<file path="src/rtl/ex_mem_stage_pkg.sv">
// ----------------------------------------------------------------------------
// ex_mem_stage_pkg
// Shared definitions for the EX/MEM pipeline register slice.
//   DATA_W_DEF / REG_W_DEF : default datapath and register-index widths.
//   mem_ctrl_t             : control bundle carried from EX into MEM.
//   CTRL_BUBBLE            : all-zero control bundle used for bubbles.
// ----------------------------------------------------------------------------
package ex_mem_stage_pkg;

    localparam int DATA_W_DEF = 64;
    localparam int REG_W_DEF  = 5;

    typedef struct packed {
        logic mem_read;
        logic mem_write;
        logic reg_write;
        logic mem_to_reg;
        logic branch;
        logic bge;
    } mem_ctrl_t;

    localparam mem_ctrl_t CTRL_BUBBLE = '0;

endpackage : ex_mem_stage_pkg

</file>
<file path="src/rtl/ex_mem_stage_branch_resolve.sv">
// ----------------------------------------------------------------------------
// branch_resolve
// Purely combinational branch decision. Kept separate so an earlier-stage
// resolver can reuse the same equation.
// Ports:
//   valid  in  : slot holds a real instruction
//   branch in  : beq
//   bge    in  : bge
//   zero   in  : ALU Zero flag
//   pos    in  : ALU Pos flag
//   pc_src out : branch taken
// ----------------------------------------------------------------------------
module branch_resolve (
    input  logic valid,
    input  logic branch,
    input  logic bge,
    input  logic zero,
    input  logic pos,
    output logic pc_src
);

    always_comb begin
        pc_src = valid & ((branch & zero) | (bge & pos));
    end

endmodule : branch_resolve

</file>
<file path="src/rtl/ex_mem_stage.sv">
// ----------------------------------------------------------------------------
// ex_mem_stage
// EX/MEM pipeline register with branch resolution.
//
// Configuration macro: EX_MEM_BGE_EN
//   defined   : bge is registered and can take a branch (bge_q & pos_q).
//   undefined : ex_bge / ex_pos are ignored; only beq can take a branch.
//
// Ports:
//   clk, reset             : rising-edge clock, asynchronous active-high reset
//   ex_*                   : instruction fields arriving from EX
//   stall                  : downstream busy, hold every register
//   flush                  : kill the instruction currently in EX
//   mem_*                  : registered copies of the ex_* fields
//   pc_src                 : taken branch resolved from registered state
//   branch_flush           : squash IF/ID and ID/EX (same as pc_src)
//
// Flow control: there is no valid/ready pair here. stall=1 freezes the whole
// slice (including while flush=1); with stall=0 the slice loads every cycle,
// either the EX instruction or a bubble when it must be killed. Update
// priority per edge: reset > stall > kill > load.
// ----------------------------------------------------------------------------
module ex_mem_stage
    import ex_mem_stage_pkg::*;
#(
    parameter int DATA_W = DATA_W_DEF,
    parameter int REG_W  = REG_W_DEF
) (
    input  logic              clk,
    input  logic              reset,
    input  logic              ex_valid,
    input  logic [DATA_W-1:0] ex_result,
    input  logic              ex_zero,
    input  logic              ex_pos,
    input  logic [DATA_W-1:0] ex_store_data,
    input  logic [REG_W-1:0]  ex_rd,
    input  logic [DATA_W-1:0] ex_branch_target,
    input  logic              ex_branch,
    input  logic              ex_bge,
    input  logic              ex_mem_read,
    input  logic              ex_mem_write,
    input  logic              ex_reg_write,
    input  logic              ex_mem_to_reg,
    input  logic              stall,
    input  logic              flush,
    output logic              mem_valid,
    output logic [DATA_W-1:0] mem_result,
    output logic [DATA_W-1:0] mem_store_data,
    output logic [REG_W-1:0]  mem_rd,
    output logic [DATA_W-1:0] mem_branch_target,
    output logic              mem_mem_read,
    output logic              mem_mem_write,
    output logic              mem_reg_write,
    output logic              mem_mem_to_reg,
    output logic              pc_src,
    output logic              branch_flush
);

    // ------------------------------------------------------------------
    // State
    // ------------------------------------------------------------------
    logic              valid_q,        valid_d;
    logic [DATA_W-1:0] result_q,       result_d;
    logic [DATA_W-1:0] store_data_q,   store_data_d;
    logic [REG_W-1:0]  rd_q,           rd_d;
    logic [DATA_W-1:0] target_q,       target_d;
    logic              mem_read_q,     mem_read_d;
    logic              mem_write_q,    mem_write_d;
    logic              reg_write_q,    reg_write_d;
    logic              mem_to_reg_q,   mem_to_reg_d;
    logic              branch_q,       branch_d;
    logic              zero_q,         zero_d;
`ifdef EX_MEM_BGE_EN
    logic              bge_q,          bge_d;
    logic              pos_q,          pos_d;
`endif

    mem_ctrl_t ex_ctrl;   // incoming control, gated by ex_valid
    logic      kill;
    logic      bge_res;
    logic      pos_res;

    // Control bits of a non-instruction must never reach MEM.
    always_comb begin
        ex_ctrl            = CTRL_BUBBLE;
        ex_ctrl.mem_read   = ex_mem_read;
        ex_ctrl.mem_write  = ex_mem_write;
        ex_ctrl.reg_write  = ex_reg_write;
        ex_ctrl.mem_to_reg = ex_mem_to_reg;
        ex_ctrl.branch     = ex_branch;
        ex_ctrl.bge        = ex_bge;
        if (!ex_valid) begin
            ex_ctrl = CTRL_BUBBLE;
        end
    end

    // A taken branch in MEM squashes the younger instruction sitting in EX.
    assign kill = flush | pc_src;

    // ------------------------------------------------------------------
    // Next state
    // ------------------------------------------------------------------
    always_comb begin
        valid_d      = valid_q;
        result_d     = result_q;
        store_data_d = store_data_q;
        rd_d         = rd_q;
        target_d     = target_q;
        mem_read_d   = mem_read_q;
        mem_write_d  = mem_write_q;
        reg_write_d  = reg_write_q;
        mem_to_reg_d = mem_to_reg_q;
        branch_d     = branch_q;
        zero_d       = zero_q;
`ifdef EX_MEM_BGE_EN
        bge_d        = bge_q;
        pos_d        = pos_q;
`endif
        if (!stall) begin
            if (kill) begin
                valid_d      = 1'b0;
                result_d     = '0;
                store_data_d = '0;
                rd_d         = '0;
                target_d     = '0;
                mem_read_d   = CTRL_BUBBLE.mem_read;
                mem_write_d  = CTRL_BUBBLE.mem_write;
                reg_write_d  = CTRL_BUBBLE.reg_write;
                mem_to_reg_d = CTRL_BUBBLE.mem_to_reg;
                branch_d     = CTRL_BUBBLE.branch;
                zero_d       = 1'b0;
`ifdef EX_MEM_BGE_EN
                bge_d        = CTRL_BUBBLE.bge;
                pos_d        = 1'b0;
`endif
            end else begin
                valid_d      = ex_valid;
                result_d     = ex_result;
                store_data_d = ex_store_data;
                rd_d         = ex_rd;
                target_d     = ex_branch_target;
                mem_read_d   = ex_ctrl.mem_read;
                mem_write_d  = ex_ctrl.mem_write;
                reg_write_d  = ex_ctrl.reg_write;
                mem_to_reg_d = ex_ctrl.mem_to_reg;
                branch_d     = ex_ctrl.branch;
                zero_d       = ex_zero;
`ifdef EX_MEM_BGE_EN
                bge_d        = ex_ctrl.bge;
                pos_d        = ex_pos;
`endif
            end
        end
    end

    // ------------------------------------------------------------------
    // Registers
    // ------------------------------------------------------------------
    always_ff @(posedge clk or posedge reset) begin
        if (reset) begin
            valid_q      <= 1'b0;
            result_q     <= '0;
            store_data_q <= '0;
            rd_q         <= '0;
            target_q     <= '0;
            mem_read_q   <= 1'b0;
            mem_write_q  <= 1'b0;
            reg_write_q  <= 1'b0;
            mem_to_reg_q <= 1'b0;
            branch_q     <= 1'b0;
            zero_q       <= 1'b0;
`ifdef EX_MEM_BGE_EN
            bge_q        <= 1'b0;
            pos_q        <= 1'b0;
`endif
        end else begin
            valid_q      <= valid_d;
            result_q     <= result_d;
            store_data_q <= store_data_d;
            rd_q         <= rd_d;
            target_q     <= target_d;
            mem_read_q   <= mem_read_d;
            mem_write_q  <= mem_write_d;
            reg_write_q  <= reg_write_d;
            mem_to_reg_q <= mem_to_reg_d;
            branch_q     <= branch_d;
            zero_q       <= zero_d;
`ifdef EX_MEM_BGE_EN
            bge_q        <= bge_d;
            pos_q        <= pos_d;
`endif
        end
    end

    // ------------------------------------------------------------------
    // Branch resolution
    // ------------------------------------------------------------------
`ifdef EX_MEM_BGE_EN
    assign bge_res = bge_q;
    assign pos_res = pos_q;
`else
    // bge support compiled out: the resolver sees a permanently-off bge.
    assign bge_res = 1'b0;
    assign pos_res = 1'b0;
    logic unused_bge_inputs;
    assign unused_bge_inputs = ex_pos ^ ex_ctrl.bge;
`endif

    branch_resolve u_branch_resolve (
        .valid  (valid_q),
        .branch (branch_q),
        .bge    (bge_res),
        .zero   (zero_q),
        .pos    (pos_res),
        .pc_src (pc_src)
    );

    assign branch_flush = pc_src;

    // ------------------------------------------------------------------
    // Outputs
    // ------------------------------------------------------------------
    assign mem_valid         = valid_q;
    assign mem_result        = result_q;
    assign mem_store_data    = store_data_q;
    assign mem_rd            = rd_q;
    assign mem_branch_target = target_q;
    assign mem_mem_read      = mem_read_q;
    assign mem_mem_write     = mem_write_q;
    assign mem_reg_write     = reg_write_q;
    assign mem_mem_to_reg    = mem_to_reg_q;

endmodule : ex_mem_stage

</file>
<file path="config.mk">
export PLATFORM = sky130hd
export DESIGN_NAME = ex_mem_stage
export DESIGN_NICKNAME = d
export VERILOG_FILES = /design/src/rtl/ex_mem_stage_pkg.sv /design/src/rtl/ex_mem_stage_branch_resolve.sv /design/src/rtl/ex_mem_stage.sv
export SDC_FILE = /design/constraint.sdc
export NUM_CORES = 1
export LEC_CHECK = 0
export ABC_AREA = 1
export CAP_MARGIN = 0
export CORE_MARGIN = 3
export CORE_UTILIZATION = 30
export CTS_CLUSTER_DIAMETER = 30
export CTS_CLUSTER_SIZE = 30
export DETAILED_ROUTE_END_ITERATION = 10
export PLACE_DENSITY = 0.66
export REMOVE_ABC_BUFFERS = 1
export SYNTH_ARGS = -nofsm -noshare
export SYNTH_HDL_FRONTEND = slang
export SYNTH_SLANG_ARGS = --single-unit
export TNS_END_PERCENT = 50
</file>
<file path="constraint.sdc">
create_clock -name clk -period 9.73 [get_ports clk]
set_input_delay 0.973 -clock clk [delete_from_list [all_inputs] [get_ports clk]]
set_output_delay 0.973 -clock clk [all_outputs]
set_load 0.02 [all_outputs]
</file>
==> results.toml <==
[placement]
port-buffer-count = 411
placedCellCount = 1626
post-dp-hpwl_mm = 18.3
gp_congestion = 0.793
place_ws_ns = 6.15

[setup_path]
critPathMaxFanout = 145
cp.required_ns = 10.09
ff2ff_setup_slack_ns = 7.12
crit_path_end = "mem_store_data[4]"
timing.rr.end = "mem_store_data[4]"
cp-startpoint = "flush"
r2r_start = "mem_valid"
critPathCaptureType = "register"
r2r_cells = 4
arrival_ns = 3.41
start_kind = "primary input"
path_class = "primary input to register"

[synth]
yosys_register_bits = 204
syn-instance-count = 899
syn_area_um2 = 8620
yosys.area.top_type_share = 0.592
seq_area_frac_synth = 0.592
ys_top_cells_by_area = "dfrtp_1, nand2_1, o21ai_2"
synth_area_leader_cell = "dfrtp_1"
yosysUniqueCellTypes = 17
avgSynthCellArea_um2 = 9.59
synth_warnings = 0

[global_route]
overflow = 0
grt_antenna_before_repair = 1
grt_pass1_vias = 8006
grt_max_degree = 146
grt_pass1_wl_mm = 44.5
gr-usage-all-layers = 0.179

[routing]
wl_per_cell_um = 16.5
antenna_left = 0
dr.first_iter.drc_count = 468
avgViaCountPerCell = 4.47
drt-pass1-iter-count = 5
drc = 0
routed_wl_mm = 28.4
vias = 7704

[pwr]
p_per_area_nw_per_um2 = 218
power.leakage_nw = 6.37
total_power_mw = 3.17
ir_worst_vdd_uv = 143

[clock_tree]
hold_buffers = 0
htree_levels = 2
clock_path_buffers = 3
cts_sinks = 204
cts_buffers = 53
cts_root_buf = "clkbuf_16"
ctsResizeCount = 0
postCtsSetupBuffers = 0
cts_tree = "done"
insertion_delay_ns = 0.53
clk_pin_slew_worst_paths_ns = 0.04

[sta]
holdWs_ns = 0.473
timing.final.ws_setup_ns = 6.68
final.period_utilization = 0.314
rsz0062_at_grt = "no"
tightest_slew_ns = 1.12
final.setup.tns_ns = 0
maxSlewHeadroom = 0.255
setup_viol = 0
hold_viol_final = 0
clock_skew_ns = 0.00898
fmax_ghz = 0.328
min_period_ns = 3.05
maxSlewViolCount = 0

[final_layout]
drive_above_1_share = 0.131
final_cells = 1724
area_delta_synth_final_pct = 68.5
layout.nets = 1513

[floorplanning]
start_util = 0.307
coreArea_um2 = 28100
dieWidth_um = 176
dieArea_um2 = 30800
ioPinCount = 414
placement_rows = 61
dieHeight_um = 176

[job]
maxCapViolCount = 0

[hold_path]
min_path_type = "register to register"

[status]
status = "complete, no violations"
==> report_power, final <==
part | switching [mW] | internal [mW] | leakage [nW]
Clock | 0.495 | 1.27 | 0.903
Sequential | 0.0355 | 0.918 | 2.66
Combinational | 0.237 | 0.224 | 2.80
==> cells in the mapped netlist <==
library cell	instances
dfrtp_1	204
buf_4	13
buf_6	9
nand2_4	1
nand2_1	413
o21ai_2	80
buf_8	2
clkinv_2	1
nand3_4	1
inv_2	1
clkbuf_1	4
buf_12	9
inv_1	7
nand4_1	6
o21ai_1	84
o21ai_0	34
buf_2	30
==> critical path, stage by stage <==
cell and delay [ns]:
clkdlybuf4s50_1 0.47, inv_2 0.09, nand2_8 0.76, buf_4 0.81, o21ai_0 0.18
==> through the flow <==
| stage | utilization | area, µm² |
|---|---|---|
| finish | 0.517 | 14500 |
| global route | 0.517 | 14500 |
| CTS | 0.517 | 14500 |
| detailed placement | 0.452 | 12700 |
| global placement | 0.452 | 12700 |
| floorplan | - | 8050 |
==> worst min path at each step <==
| stage | end | depth (start not counted) | start | slack (ns) |
|---|---|---|---|---|
| after global placement | mem_rd[4] | 2 | mem_rd[4] | 0.46 |
| after detailed placement | mem_result[39] | 2 | mem_result[39] | 0.47 |
| after global routing | mem_result[40] | 2 | mem_result[40] | 0.49 |
| after CTS | mem_result[39] | 2 | mem_result[39] | 0.48 |
| final | mem_store_data[61] | 2 | mem_store_data[61] | 0.47 |
| after floorplan | branch_q | 2 | branch_q | 0.50 |
==> layout by cell type (no fill, tap or decap), types with 2 or more instances in the layout <==
master           Yosys  final
buf_4               13      5
bufinv_16            0      6
clkbuf_1             4     12
clkbuf_16            0     55
clkbuf_8             0     12
clkdlybuf4s50_1      0    410
clkinv_2             1      9
clkinvlp_4           0      2
dfrtp_1            204    204
inv_1                7      6
inv_6                0      2
nand2_1            413    413
nand4_1              6      6
o21ai_0             34     34
o21ai_1             84     84
o21ai_2             80     80
==> final cells by class <==
class	count	area [µm²]
timing repair buffer	416	4150
tap	378	473
clock buffer	79	1590
inverter	9	46.3
sequential	204	5100
fill	2633	13600
multi-input combinational	619	2920
antenna	1	2.50
clock inverter	18	249
==> kinds of logic (layout without fill, tap and decap cells) <==
logic type,after synthesis,count (layout),synth area share
and+or+nand+nor,421,421,0.187
buffers and inverters,76,522,0.0707
AOI/OAI and AO/OA,198,198,0.150
other,0,1,0
DFF,204,204,0.592
==> metal layers <==
metal  track usage  vias to the layer above  share of wire
met3        0.0666                       65          0.096
met4        0.0607                        0          0.030
li1              -                     3712              -
met5             0                        -              0
met2         0.299                      330           0.47
met1         0.213                     3597           0.40
Note: power is estimated with default switching activity, not from simulation.
